## config.mk

```make
export PLATFORM = sky130hd
export DESIGN_NAME = iso_alu_scheduler_flat
export DESIGN_NICKNAME = d
export VERILOG_FILES = /design/src/rtl/iso_alu_scheduler_pkg.sv /design/src/rtl/iso_alu_scheduler_if.sv /design/src/rtl/iso_alu_scheduler_rr_arbiter.sv /design/src/rtl/iso_alu_scheduler.sv /design/src/flat_wrapper.sv
export SDC_FILE = /design/constraint.sdc
export NUM_CORES = 1
export LEC_CHECK = 0
export ABC_AREA = 1
export CORE_MARGIN = 1
export CORE_UTILIZATION = 27
export CTS_CLUSTER_SIZE = 12
export DETAILED_ROUTE_END_ITERATION = 16
export PLACE_DENSITY = 0.52
export SYNTH_ARGS = -nofsm -noshare
export SYNTH_HDL_FRONTEND = slang
export SYNTH_SLANG_ARGS = --single-unit
```

## constraint.sdc

```tcl
create_clock -name clk -period 2.2 [get_ports clk]
set_input_delay 0.33 -clock clk [delete_from_list [all_inputs] [get_ports clk]]
set_output_delay 0.33 -clock clk [all_outputs]
set_load 0.05 [all_outputs]
```

## src/rtl/iso_alu_scheduler_pkg.sv

```systemverilog
// Shared encodings for the isolated-ALU scheduler: op codes, one-hot ALU selects,
// FSM states and the op-to-select mapping.
package iso_alu_pkg;

  typedef enum logic [1:0] {
    OP_MUL = 2'd0,
    OP_ADD = 2'd1,
    OP_DIV = 2'd2,
    OP_SUB = 2'd3
  } op_e;

  // sel1 (mul) is the MSB of alu_sel
  localparam logic [3:0] SEL_NONE = 4'b0000;
  localparam logic [3:0] SEL_MUL  = 4'b1000;
  localparam logic [3:0] SEL_ADD  = 4'b0100;
  localparam logic [3:0] SEL_DIV  = 4'b0010;
  localparam logic [3:0] SEL_SUB  = 4'b0001;

  typedef enum logic [1:0] {
    S_IDLE    = 2'd0,
    S_ISSUE   = 2'd1,
    S_CAPTURE = 2'd2,
    S_RESP    = 2'd3
  } state_e;

  function automatic logic [3:0] op2sel(input op_e op);
    logic [3:0] sel;
    sel = SEL_NONE;
    unique case (op)
      OP_MUL: sel = SEL_MUL;
      OP_ADD: sel = SEL_ADD;
      OP_DIV: sel = SEL_DIV;
      OP_SUB: sel = SEL_SUB;
      default: sel = SEL_NONE;
    endcase
    return sel;
  endfunction

endpackage

```

## src/rtl/iso_alu_scheduler_if.sv

```systemverilog
// Request, ALU and response signals of the scheduler. The slave modport is the
// scheduler's view; master is the requester/ALU/consumer side.
interface iso_alu_scheduler_if #(
  parameter int NREQ  = 4,
  parameter int WIDTH = 4
);
  localparam int IW = $clog2(NREQ);

  logic [NREQ-1:0]             req_valid;
  logic [NREQ-1:0][1:0]        req_op;
  logic [NREQ-1:0][WIDTH-1:0]  req_a;
  logic [NREQ-1:0][WIDTH-1:0]  req_b;
  logic [NREQ-1:0]             req_ready;

  logic [3:0]                  alu_sel;
  logic [WIDTH-1:0]            alu_a;
  logic [WIDTH-1:0]            alu_b;
  logic [2*WIDTH-1:0]          alu_out;

  logic                        rsp_valid;
  logic [IW-1:0]               rsp_id;
  logic [2*WIDTH-1:0]          rsp_data;
  logic                        rsp_ready;
  logic                        busy;

  modport master (
    output req_valid, req_op, req_a, req_b, alu_out, rsp_ready,
    input  req_ready, alu_sel, alu_a, alu_b, rsp_valid, rsp_id, rsp_data, busy
  );

  modport slave (
    input  req_valid, req_op, req_a, req_b, alu_out, rsp_ready,
    output req_ready, alu_sel, alu_a, alu_b, rsp_valid, rsp_id, rsp_data, busy
  );

endinterface

```

## src/rtl/iso_alu_scheduler_rr_arbiter.sv

```systemverilog
// Round-robin arbiter: picks the first requester at or after the pointer (wrapping)
// and moves the pointer one past the winner when the grant is taken.
module rr_arbiter #(
  parameter int NREQ = 4,
  parameter int IW   = $clog2(NREQ)
) (
  input  logic            clk,
  input  logic            rst,
  input  logic [NREQ-1:0] req,
  input  logic            advance,
  output logic [NREQ-1:0] gnt,
  output logic [IW-1:0]   gnt_idx,
  output logic            gnt_any
);

  logic [IW-1:0] ptr_q;
  logic [IW:0]   k;

  // one extra bit on k keeps ptr+i from overflowing before the wrap
  always_comb begin
    gnt_idx = '0;
    gnt_any = 1'b0;
    k       = '0;
    for (int i = 0; i < NREQ; i++) begin
      k = {1'b0, ptr_q} + (IW+1)'(i);
      if (k >= (IW+1)'(NREQ)) k = k - (IW+1)'(NREQ);
      if (!gnt_any && req[k[IW-1:0]]) begin
        gnt_any = 1'b1;
        gnt_idx = k[IW-1:0];
      end
    end
  end

  assign gnt = gnt_any ? (NREQ'(1) << gnt_idx) : '0;

  always_ff @(posedge clk or negedge rst) begin
    if (!rst) begin
      ptr_q <= '0;
    end else if (advance && gnt_any) begin
      ptr_q <= (gnt_idx == IW'(NREQ-1)) ? '0 : gnt_idx + 1'b1;
    end
  end

endmodule

```

## src/rtl/iso_alu_scheduler.sv

```systemverilog
// Shares one operand-isolated ALU between NREQ requesters: round-robin grant,
// one transaction in flight, multi-cycle divide, div-by-zero bypass, valid/ready response.
module iso_alu_scheduler
  import iso_alu_pkg::*;
#(
  parameter int NREQ    = 4,
  parameter int WIDTH   = 4,
  parameter int DIV_LAT = 3
) (
  input logic                clk,
  input logic                rst,
  iso_alu_scheduler_if.slave bus
);

  localparam int IW = $clog2(NREQ);
  localparam int CW = $clog2(DIV_LAT + 1);
  localparam logic [CW-1:0] DIV_HOLD = CW'(DIV_LAT - 1);

  state_e             state_q, state_d;
  logic [NREQ-1:0]    gnt;
  logic [IW-1:0]      gnt_idx;
  logic               gnt_any;
  logic               take;
  logic               div_zero;
  op_e                gnt_op;

  op_e                op_q;
  logic [WIDTH-1:0]   a_q, b_q;
  logic [IW-1:0]      id_q;
  logic [CW-1:0]      lat_q;
  logic [2*WIDTH-1:0] data_q;

  rr_arbiter #(.NREQ(NREQ)) u_arb (
    .clk     (clk),
    .rst     (rst),
    .req     (bus.req_valid),
    .advance (take),
    .gnt     (gnt),
    .gnt_idx (gnt_idx),
    .gnt_any (gnt_any)
  );

  // rst gates the accept pulse so req_ready is 0 while reset is held
  assign take     = (state_q == S_IDLE) && gnt_any && rst;
  assign gnt_op   = op_e'(bus.req_op[gnt_idx]);
  assign div_zero = (gnt_op == OP_DIV) && (bus.req_b[gnt_idx] == '0);

  assign bus.req_ready = take ? gnt : '0;
  assign bus.busy      = (state_q != S_IDLE);
  assign bus.rsp_id    = id_q;
  assign bus.rsp_data  = data_q;

  always_ff @(posedge clk or negedge rst) begin
    if (!rst) state_q <= S_IDLE;
    else      state_q <= state_d;
  end

  // operands reach the ALU only in ISSUE; every other state isolates it at zero
  always_comb begin
    state_d       = state_q;
    bus.alu_sel   = SEL_NONE;
    bus.alu_a     = '0;
    bus.alu_b     = '0;
    bus.rsp_valid = 1'b0;
    unique case (state_q)
      S_IDLE: begin
        if (take) state_d = div_zero ? S_RESP : S_ISSUE;
      end
      S_ISSUE: begin
        bus.alu_sel = op2sel(op_q);
        bus.alu_a   = a_q;
        bus.alu_b   = b_q;
        if (lat_q == '0) state_d = S_CAPTURE;
      end
      S_CAPTURE: state_d = S_RESP;
      S_RESP: begin
        bus.rsp_valid = 1'b1;
        if (bus.rsp_ready) state_d = S_IDLE;
      end
      default: state_d = S_IDLE;
    endcase
  end

  always_ff @(posedge clk or negedge rst) begin
    if (!rst) begin
      op_q   <= OP_MUL;
      a_q    <= '0;
      b_q    <= '0;
      id_q   <= '0;
      lat_q  <= '0;
      data_q <= '0;
    end else begin
      if (take) begin
        op_q  <= gnt_op;
        a_q   <= bus.req_a[gnt_idx];
        b_q   <= bus.req_b[gnt_idx];
        id_q  <= gnt_idx;
        lat_q <= (gnt_op == OP_DIV) ? DIV_HOLD : '0;
        if (div_zero) data_q <= '1;
      end else if (state_q == S_ISSUE && lat_q != '0) begin
        lat_q <= lat_q - CW'(1);
      end
      if (state_q == S_CAPTURE) data_q <= bus.alu_out;
    end
  end

endmodule
```

## src/flat_wrapper.sv

```systemverilog
// flat-port wrapper written by rule: the top's interface ports become plain ports
module iso_alu_scheduler_flat import iso_alu_pkg::*;
#(
  parameter int NREQ    = 4,
  parameter int WIDTH   = 4,
  parameter int DIV_LAT = 3
)
  (clk, rst, bus_req_valid, bus_req_op, bus_req_a, bus_req_b, bus_alu_out, bus_rsp_ready, bus_req_ready, bus_alu_sel, bus_alu_a, bus_alu_b, bus_rsp_valid, bus_rsp_id, bus_rsp_data, bus_busy);
  iso_alu_scheduler_if #(.NREQ(NREQ), .WIDTH(WIDTH)) bus_i ();
  input logic clk;
  input logic rst;
  input wire logic [$bits(bus_i.req_valid)-1:0] bus_req_valid;
  input wire logic [$bits(bus_i.req_op)-1:0] bus_req_op;
  input wire logic [$bits(bus_i.req_a)-1:0] bus_req_a;
  input wire logic [$bits(bus_i.req_b)-1:0] bus_req_b;
  input wire logic [$bits(bus_i.alu_out)-1:0] bus_alu_out;
  input wire logic [$bits(bus_i.rsp_ready)-1:0] bus_rsp_ready;
  output wire logic [$bits(bus_i.req_ready)-1:0] bus_req_ready;
  output wire logic [$bits(bus_i.alu_sel)-1:0] bus_alu_sel;
  output wire logic [$bits(bus_i.alu_a)-1:0] bus_alu_a;
  output wire logic [$bits(bus_i.alu_b)-1:0] bus_alu_b;
  output wire logic [$bits(bus_i.rsp_valid)-1:0] bus_rsp_valid;
  output wire logic [$bits(bus_i.rsp_id)-1:0] bus_rsp_id;
  output wire logic [$bits(bus_i.rsp_data)-1:0] bus_rsp_data;
  output wire logic [$bits(bus_i.busy)-1:0] bus_busy;
  assign bus_i.req_valid = bus_req_valid;
  assign bus_i.req_op = bus_req_op;
  assign bus_i.req_a = bus_req_a;
  assign bus_i.req_b = bus_req_b;
  assign bus_i.alu_out = bus_alu_out;
  assign bus_i.rsp_ready = bus_rsp_ready;
  assign bus_req_ready = bus_i.req_ready;
  assign bus_alu_sel = bus_i.alu_sel;
  assign bus_alu_a = bus_i.alu_a;
  assign bus_alu_b = bus_i.alu_b;
  assign bus_rsp_valid = bus_i.rsp_valid;
  assign bus_rsp_id = bus_i.rsp_id;
  assign bus_rsp_data = bus_i.rsp_data;
  assign bus_busy = bus_i.busy;
  iso_alu_scheduler #(.NREQ(NREQ), .WIDTH(WIDTH), .DIV_LAT(DIV_LAT)) u_core (.clk(clk), .rst(rst), .bus(bus_i));
endmodule
```

==> qor.csv, run 1 <==
metric,value,unit
min Tclk post-route,2.50,ns
"Req. time, crit path",1.87,ns
R2R Setup Slk,-0.20,ns
Port Buffers,82,
grt met1 use,0.210,
Congestion Overflow GR,0,
Final Skew,0.00270,ns
post-route antenna net violation count,0,
Fmax achieved,400,MHz
Netlist cell types,30,
TritonCTS Buffers,3,
"Avg Cell Area, Syn",7.12,sq um
Worst Setup Start Kind,register,
unrepaired setup endpoints after global routing,yes,
Hold Crit Class,register to register,
crit-path max FO,8,
worst slew pin tran,0.580,ns
CTS Buffer Depth,2,
final-report max-slew violation count,0,
standard-cell row count,32,
Area after DPL,0.00343,sq mm
fraction of layout cells with a size suffix above 1,0.383,
first-pass GRT wire length,10.7,mm
hold_sp,u_core.b_q[2]$_DFFE_PN0P_,
"commonest non-fill, non-tap cell in the layout",clkdlybuf4s50_1,
First-pass DRT Iterations,4,
post-route cell area,0.00388,sq mm
initial cell density of the core,0.280,
Num Clock Sinks,26,
clk root buf,clkbuf_8,
vias after detailed routing,2329,
Post-CTS Hold Buffers,0,
die footprint,0.00838,sq mm
Synth Warn #,0,
CTS tree,yes,
grt peak-use layer,met2,
crit end category,output port,
"commonest non-fill, non-tap cells in the layout","clkdlybuf4s50_1 (65), nand2_1 (62), buf_4 (40)",
Layout fillers,748,
nets,494,
"Cell Area, Synth",0.00217,sq mm
hold path depth,2,
Synthesized Nets,369,
reg2reg path depth,18,
status,finished with violations,
Relative slew margins,0.613,
Antenna Cells,0,
Core Region,0.00773,sq mm
Hold Path Sink,u_core.b_q[2]$_DFFE_PN0P_,
number of global-route vias before repair,2207,
"Reg clk slew, reported paths",0.10,ns
final wirelength,6.76,mm
H-Tree Depth,1,
largest net degree at the start of global routing,27,
DR DRC count,0,
overall global routing resource usage,0.163,
cells after synthesis,304,
crit share post-route,1.14,
GP Congestion,0.753,
met3 Use GR,0.0134,
GR Util met2,0.283,
Final Hold Vio Count,0,
initial antenna violation count,0,
Via density,4.39,
CP arrival,2.17,ns
reg-to-reg endpoint,u_core.bus.rsp_data[2]$_DFFE_PN0P_,
Die Wd,91.6,microns
"Seq/Total Area, Yosys",0.300,
clk_lat worst skew,0.28,ns
Setup Crit Path Kind,register to output port,
Die Ht,91.6,microns
final setup vio count,16,
worst reg2reg startpoint,u_core.u_arb.ptr_q[0]$_DFFE_PN0P_,
violated checks,setup timing,
dpl hpwl,5.18,mm
Ports,83,
final setup margin,-0.301,ns
DR WL/cell,12.8,microns
WHS,0.499,ns
Max Cap Viol,0,
synthesized flop and latch total,26,
First DRT Iteration DRCs,71,
area grow syn2layout,79.2,%
-- worst max path at each step --
stage / to / startpoint / slack (ns)
floorplan: bus_alu_sel[0] / u_core.state_q[1]$_DFFE_PN0P_ / -0.21
global placement: u_core.bus.rsp_data[3]$_DFFE_PN0P_ / bus_req_valid[1] / -0.36
detailed placement: u_core.bus.rsp_data[3]$_DFFE_PN0P_ / bus_req_valid[1] / -0.39
CTS: bus_req_ready[2] / u_core.u_arb.ptr_q[0]$_DFFE_PN0P_ / -0.23
global route: bus_req_ready[3] / u_core.u_arb.ptr_q[0]$_DFFE_PN0P_ / -0.41
finish: bus_req_ready[3] / u_core.u_arb.ptr_q[0]$_DFFE_PN0P_ / -0.30
-- through the flow --
step	setup TNS, ns	util	worst slack [ns]	cells
floorplan	-0.900	-	-0.209	304
global placement	-4.55	0.444	-0.362	506
detailed placement	-4.92	0.444	-0.386	506
CTS	-2.78	0.481	-0.233	523
global route	-5.41	0.502	-0.412	530
finish	-2.76	0.502	-0.301	530
-- synthesized netlist by cell type, drive strengths merged --
library cell / count / area share
dfrtp: 26 / 0.30
clkbuf: 3 / 0.0052
nor2: 20 / 0.050
a31oi: 2 / 0.0058
nor3: 5 / 0.012
o211ai: 2 / 0.0069
nand2: 104 / 0.22
nand3: 41 / 0.12
a21oi: 2 / 0.0046
o21bai: 2 / 0.0069
nand3b: 1 / 0.0035
a21boi: 1 / 0.0035
ha: 10 / 0.058
o2111ai: 2 / 0.0081
buf: 8 / 0.035
or2: 13 / 0.038
o21ai: 22 / 0.051
inv: 40 / 0.070
-- cell type report --
class,count,area [sq um],area share
Sequential cell,26,652,0.168
Clock inverter,1,30.0,0.00774
Clock buffer,3,41.3,0.0106
Timing Repair Buffer,130,1390,0.359
Tap cell,102,128,0.0329
Inverter,40,165,0.0426
Multi-Input combinational cell,228,1470,0.379
-- timing repair --
action                     4_1_cts  5_1_grt
pin swaps                       18       13
setup buffers                   13        6
cloned                           0        1
gates resized for setup         35       29
setup endpoints to repair       14       22
-- kinds of logic (layout without fill, tap and decap cells) --
kind of cell / count (synthesis) / count (layout) / synth area share
and+or+nand+nor: 184 / 185 / 0.445
buffers and inverters: 51 / 174 / 0.110
AOI/OAI and AO/OA: 33 / 33 / 0.0867
DFF: 26 / 26 / 0.300
adders and majority gates: 10 / 10 / 0.0578
-- sequential cells by signal, summed over array words and instances, names as in the netlist --
name	flops
u_core.bus.rsp_id	2
u_core.op_q	2
u_core.lat_q	2
u_core.b_q	4
u_core.a_q	4
u_core.u_arb.ptr_q	2
u_core.state_q	2
u_core.bus.rsp_data	8
-- critical path, cell delays in order, from the launching register on --
cell     delay [ns]
dfrtp_2        0.46
buf_8          0.16
nand2_4        0.06
nand2_4        0.07
nand2_4        0.08
nand2_4        0.06
nor2_8         0.12
nand3_2        0.09
nand3_2        0.09
nand2_4        0.10
inv_8          0.09
buf_4          0.12
ha_4           0.11
inv_2          0.04
nor2_4         0.09
buf_12         0.14
-- per-layer routing --
layer,vias up,share of wire
met2,36,0.51
met1,1069,0.45
met4,0,0.023
met5,-,0
met3,11,0.018
li1,1213,-
Power of run 1 is not shown: default switching activity piles up to over one toggle a cycle in this logic, so the estimate is an artifact.
==> inputs of run 2 (changes only) <==
CELL_PAD_IN_SITES_DETAIL_PLACEMENT = 1   (was unset)
CELL_PAD_IN_SITES_GLOBAL_PLACEMENT = 2   (was unset)
DONT_BUFFER_PORTS = 1   (was unset)
PLACE_DENSITY = 0.64   (was 0.52)
clock period = 2.6 ns   (was 2.2 ns; I/O delays follow)
==> run 2 against run 1 <==
Against the previous run:
- critical path type unchanged
- core utilization decreased by 14 points
- the run now ends clean
- worst hold slack got worse by 0.21 ns
- non-clock buffer count decreased by 96
- critical path depth decreased by 1
- first-iteration DRC count decreased by 9.9%
- final area decreased by 29%
- clock skew increased by 0.0037 ns
==> qor.csv, run 2 (same netlist as run 1, synthesis figures left out) <==
metric,value,unit,change
status,finished clean,,was finished with violations
Relative slew margins,0.653,,was 0.613
Die Ht,91.6,microns,unchanged
Largest register FFs,8,,unchanged
Max Cap Viol,0,,unchanged
CTS Buffer Depth,2,,unchanged
most frequent CP cell,nand2_4,,unchanged
dpl hpwl,5.01,mm,was 5.18 mm
hold path depth,2,,unchanged
post-route antenna net violation count,0,,unchanged
fraction of layout cells with a size suffix above 1,0.370,,was 0.383
area grow syn2layout,28.0,%,was 79.2%
CP arrival,2.15,ns,was 2.17 ns
Num Clock Sinks,26,,unchanged
First DRT Iteration DRCs,64,,was 71
vias after detailed routing,1996,,was 2329
"delay-heaviest family, CP",simple AND/OR/NAND/NOR gates,,unchanged
DR DRC count,0,,unchanged
Via density,4.60,,was 4.39
largest net degree at the start of global routing,27,,unchanged
initial cell density of the core,0.280,,unchanged
"Req. time, crit path",2.21,ns,was 1.87 ns
final setup vio count,0,,was 16
crit end category,output port,,unchanged
reg2reg path depth,20,,was 18
overall global routing resource usage,0.158,,was 0.163
Hold Crit Class,input port to register,,was register to register
"commonest non-fill, non-tap cells in the layout","nand2_1 (72), inv_1 (30), nand3_1 (29)",,"was clkdlybuf4s50_1 (65), nand2_1 (62), buf_4 (40)"
final setup TNS,0,ns,was -2.76 ns
R2R Setup Slk,0.21,ns,was -0.20 ns
"Reg clk slew, reported paths",0.10,ns,about the same
DR WL/cell,15.2,microns,was 12.8 microns
H-Tree Depth,1,,unchanged
crit-path max FO,8,,unchanged
Crit-path slowest cell,dfrtp_2,,unchanged
GP Congestion,0.788,,was 0.753
Congestion Overflow GR,0,,unchanged
first-pass GRT wire length,10.4,mm,was 10.7 mm
initial antenna violation count,0,,unchanged
First-pass DRT Iterations,4,,unchanged
Hold Path Sink,u_core.a_q[2]$_DFFE_PN0P_,,was u_core.b_q[2]$_DFFE_PN0P_
CTS tree,yes,,unchanged
worst slew pin tran,0.520,ns,was 0.580 ns
crit-path cells,buf_8 -> nand2_4 -> nand2_4 -> nand2_4 -> nand2_4 -> nor2_8 -> nand3_2 -> nand3_4 -> nand2_8 -> inv_8 -> ha_4 -> inv_2 -> nor2_2 -> buf_6,,was buf_8 -> nand2_4 -> nand2_4 -> nand2_4 -> nand2_4 -> nor2_8 -> nand3_2 -> nand3_2 -> nand2_4 -> inv_8 -> buf_4 -> ha_4 -> inv_2 -> nor2_4 -> buf_12
DR WL met2,3.39,mm,was 3.46 mm
number of global-route vias before repair,2125,,was 2207
Fmax achieved,393,MHz,
Worst Setup Start Kind,register,,unchanged
Die Wd,91.6,microns,unchanged
crit share post-route,0.979,,
Core Region,0.00773,sq mm,unchanged
Top Layer Used,met4,,unchanged
unrepaired setup endpoints after global routing,yes,,unchanged
clk_lat worst skew,0.28,ns,about the same
clk root buf,clkbuf_8,,unchanged
Setup Crit Path Kind,register to output port,,unchanged
wl on met1,2.86,mm,was 3.03 mm
CP max stage delay,0.47,ns,was 0.46 ns
fin util,0.359,,was 0.502
CP bufs+invs,4,,was 5
hold_sp,bus_req_a[2],,was u_core.b_q[2]$_DFFE_PN0P_
min Tclk post-route,2.54,ns,
die footprint,0.00838,sq mm,unchanged
Antenna Cells,0,,unchanged
Final Hold Vio Count,0,,unchanged
Port Buffers,0,,was 82
reg-to-reg endpoint,u_core.bus.rsp_data[4]$_DFFE_PN0P_,,was u_core.bus.rsp_data[2]$_DFFE_PN0P_
Final Skew,0.00637,ns,was 0.00270 ns
standard-cell row count,32,,unchanged
final wirelength,6.60,mm,was 6.76 mm
"commonest non-fill, non-tap cell in the layout",nand2_1,,was clkdlybuf4s50_1
wire length on met3,254,microns,was 121 microns
Ports,83,,unchanged
worst reg2reg startpoint,u_core.u_arb.ptr_q[0]$_DFFE_PN0P_,,unchanged
final-report max-slew violation count,0,,unchanged
TritonCTS Buffers,3,,unchanged
nets,398,,was 494
==> run 2: cell type report <==
class                      count  area (sq um)
clock buffer                   3          41.3
clock inverter                 1          30.0
fill                         947          4960
inverter                      40           168
multi-input combinational    227          1420
sequential                    26           653
tap                          102           128
timing repair buffer          34           322
timing repair inverter         1          7.51
==> run 2: worst max-delay path by stage <==
| stage | start | to | slack, ns | depth (start not counted) |
|---|---|---|---|---|
| 6_report | u_core.u_arb.ptr_q[0]$_DFFE_PN0P_ | bus_req_ready[3] | 0.06 | 14 |
| 5_1_grt | u_core.u_arb.ptr_q[0]$_DFFE_PN0P_ | bus_req_ready[1] | -0.06 | 13 |
| 4_1_cts | u_core.u_arb.ptr_q[0]$_DFFE_PN0P_ | bus_req_ready[1] | 0.002 | 12 |
| 3_5_place_dp | u_core.u_arb.ptr_q[0]$_DFFE_PN0P_ | bus_req_ready[3] | 0.14 | 13 |
| 3_3_place_gp | u_core.u_arb.ptr_q[1]$_DFFE_PN0P_ | bus_req_ready[3] | 0.13 | 14 |
| 2_1_floorplan | u_core.u_arb.ptr_q[0]$_DFFE_PN0P_ | bus_req_ready[1] | 0.05 | 14 |
==> run 2: per-layer routing <==
layer	global-route usage	vias up
li1	-	1018
met1	0.192	929
met2	0.284	43
met3	0.0243	6
met4	0.0463	0
met5	0	-
==> run 2: repair_timing <==
item	4_1_cts	5_1_grt
pin swaps	2	17
endpoints found under the setup margin	4	11
hold buffers	2	0
gates cloned	0	1
endpoints found under the hold margin	26	0
buffers inserted	9	6
gates resized for setup	15	34
==> run 2: per-stage QoR <==
step	hold WS, ns	cell area (sq um)	std cells	setup WS, ns
4_1_cts	0.287	2610	427	0.00158
3_5_place_dp	0.0951	2380	412	0.138
2_1_floorplan	0.0944	2170	304	0.0532
6_report	0.293	2770	434	0.0559
3_3_place_gp	0.0950	2380	412	0.134
5_1_grt	0.289	2770	434	-0.0568
Power of run 2 is left out for the same reason.
==> inputs of run 3 (changes only) <==
CORE_MARGIN = 1.5   (was 1)
==> run 3 against run 2 <==
Against the previous run:
- die area up 2.2%
- first-iteration DRC count shrank 9.4%
- wire length is 2.8% lower
- register-to-register slack is essentially flat
- fmax grew 1.2%
- final area down 1.4%
- critical path depth unchanged
- core utilization down 0.49 points
- setup slack gained 0.030 ns
- via count decreased by 1.5%
- final cell count shrank 0.46%
- critical endpoint is now bus_req_ready[2]
- largest cell class unchanged
==> qor.csv, run 3 (same netlist as run 1, synthesis figures left out) <==
metric,value,unit,change
"commonest non-fill, non-tap cells in the layout","nand2_1 (73), inv_1 (32), nand3_1 (30)",,"was nand2_1 (72), inv_1 (30), nand3_1 (29)"
CTS Buffer Depth,2,,unchanged
Final Hold Vio Count,0,,unchanged
crit share post-route,0.967,,was 0.979
TritonCTS Buffers,3,,unchanged
CTS tree,yes,,unchanged
Die Wd,92.6,microns,was 91.6 microns
WHS,0.296,ns,was 0.293 ns
crit end category,output port,,unchanged
reg2reg path depth,20,,unchanged
"Req. time, crit path",2.21,ns,about the same
Max Cap Viol,0,,unchanged
nets,396,,was 398
largest net degree at the start of global routing,27,,unchanged
reg-to-reg endpoint,u_core.bus.rsp_data[7]$_DFFE_PN0P_,,was u_core.bus.rsp_data[4]$_DFFE_PN0P_
"commonest non-fill, non-tap cell in the layout",nand2_1,,unchanged
Core Region,0.00773,sq mm,unchanged
clk root buf,clkbuf_8,,unchanged
Hold Crit Class,input port to register,,unchanged
Worst Setup Start Kind,register,,unchanged
First DRT Iteration DRCs,58,,was 64
number of global-route vias before repair,1992,,was 2125
unrepaired setup endpoints after global routing,yes,,unchanged
final setup TNS,0,ns,unchanged
Port Buffers,0,,unchanged
Layout fillers,950,,was 947
pre-CTS setup slack,0.152,ns,was 0.138 ns
final setup vio count,0,,unchanged
Fmax achieved,398,MHz,was 393 MHz
DR DRC count,0,,unchanged
final wirelength,6.41,mm,was 6.60 mm
Antenna Cells,0,,unchanged
initial antenna violation count,0,,unchanged
crit-path max FO,7,,was 8
overall global routing resource usage,0.152,,was 0.158
fin util,0.354,,was 0.359
CP arrival,2.12,ns,was 2.15 ns
min Tclk post-route,2.51,ns,was 2.54 ns
initial cell density of the core,0.280,,unchanged
worst reg2reg startpoint,u_core.u_arb.ptr_q[0]$_DFFE_PN0P_,,unchanged
die footprint,0.00857,sq mm,was 0.00838 sq mm
GP Congestion,0.800,,was 0.788
Largest register FFs,8,,unchanged
First-pass DRT Iterations,4,,unchanged
Setup Crit Path Kind,register to output port,,unchanged
status,finished clean,,unchanged
Critical path origin,u_core.u_arb.ptr_q[0]$_DFFE_PN0P_,,unchanged
Worst setup endpoint,bus_req_ready[2],,was bus_req_ready[3]
Ports,83,,unchanged
DR WL/cell,14.8,microns,was 15.2 microns
first-pass GRT wire length,10.2,mm,was 10.4 mm
post-route antenna net violation count,0,,unchanged
Congestion Overflow GR,0,,unchanged
standard-cell row count,32,,unchanged
area grow syn2layout,26.2,%,was 28.0%
Final Skew,0.00787,ns,was 0.00637 ns
"Reg clk slew, reported paths",0.11,ns,was 0.10 ns
final-report max-slew violation count,0,,unchanged
fraction of layout cells with a size suffix above 1,0.348,,was 0.370
clk_lat worst skew,0.28,ns,about the same
Die Ht,92.6,microns,was 91.6 microns
H-Tree Depth,1,,unchanged
final setup margin,0.0861,ns,was 0.0559 ns
Relative slew margins,0.641,,was 0.653
worst slew pin tran,0.538,ns,was 0.520 ns
dpl hpwl,4.88,mm,was 5.01 mm
Num Clock Sinks,26,,unchanged
vias after detailed routing,1967,,was 1996
Via density,4.55,,was 4.60
R2R Setup Slk,0.20,ns,was 0.21 ns
==> run 3: layout make-up <==
type,instances,area [sq um],share of cell area
Clock inverter,1,30.0,0.0110
Timing Repair Buffer,33,310,0.114
Inverter,40,168,0.0613
Multi-Input combinational cell,227,1400,0.514
Clock buffer,3,41.3,0.0151
Sequential cell,26,653,0.239
Tap cell,102,128,0.0467
==> run 3: worst min-delay path by stage <==
| stage | startpoint | endpoint | slack, ns | cells after the start |
|---|---|---|---|---|
| after floorplan | rst | u_core.a_q[0]$_DFFE_PN0P_ | 0.09 | 0 |
| after global placement | rst | u_core.bus.rsp_id[1]$_DFFE_PN0P_ | 0.1 | 0 |
| after detailed placement | rst | u_core.bus.rsp_id[1]$_DFFE_PN0P_ | 0.1 | 0 |
| after CTS | bus_alu_out[4] | u_core.bus.rsp_data[4]$_DFFE_PN0P_ | 0.30 | 3 |
| after global routing | bus_alu_out[0] | u_core.bus.rsp_data[0]$_DFFE_PN0P_ | 0.30 | 3 |
| final | bus_alu_out[4] | u_core.bus.rsp_data[4]$_DFFE_PN0P_ | 0.30 | 3 |
==> run 3: critical path, cell delays in order (launching register included) <==
cell and delay (ns):
dfrtp_2 0.45, buf_6 0.15, nand2_4 0.07, nand2_4 0.07
nand2_4 0.07, nand2_4 0.06, nor2_8 0.14, nand3_2 0.10
nand3_4 0.12, nand2_8 0.08, inv_8 0.07, ha_2 0.16
inv_2 0.04, nor2_4 0.11, buf_12 0.14
==> run 3: through the flow <==
stage / cells / cell area [sq um]
finish: 432 / 2730
global route: 432 / 2730
CTS: 424 / 2560
detailed placement: 411 / 2380
global placement: 411 / 2380
floorplan: 304 / 2170
==> run 3: repair_timing <==
action	4_1_cts	5_1_grt
hold endpoints to repair	26	0
pin swaps	3	8
hold buffers	2	0
setup endpoints to repair	4	12
setup buffers	7	8
gates resized for setup	9	33
==> run 3: layer usage <==
metal	GRT usage	part of all wire	up-vias
met2	0.255	0.48	39
met5	0	0	-
met1	0.210	0.47	916
li1	-	-	1010
met4	0.0269	0.0058	0
met3	0.0197	0.035	2
Power of run 3 is left out for the same reason.
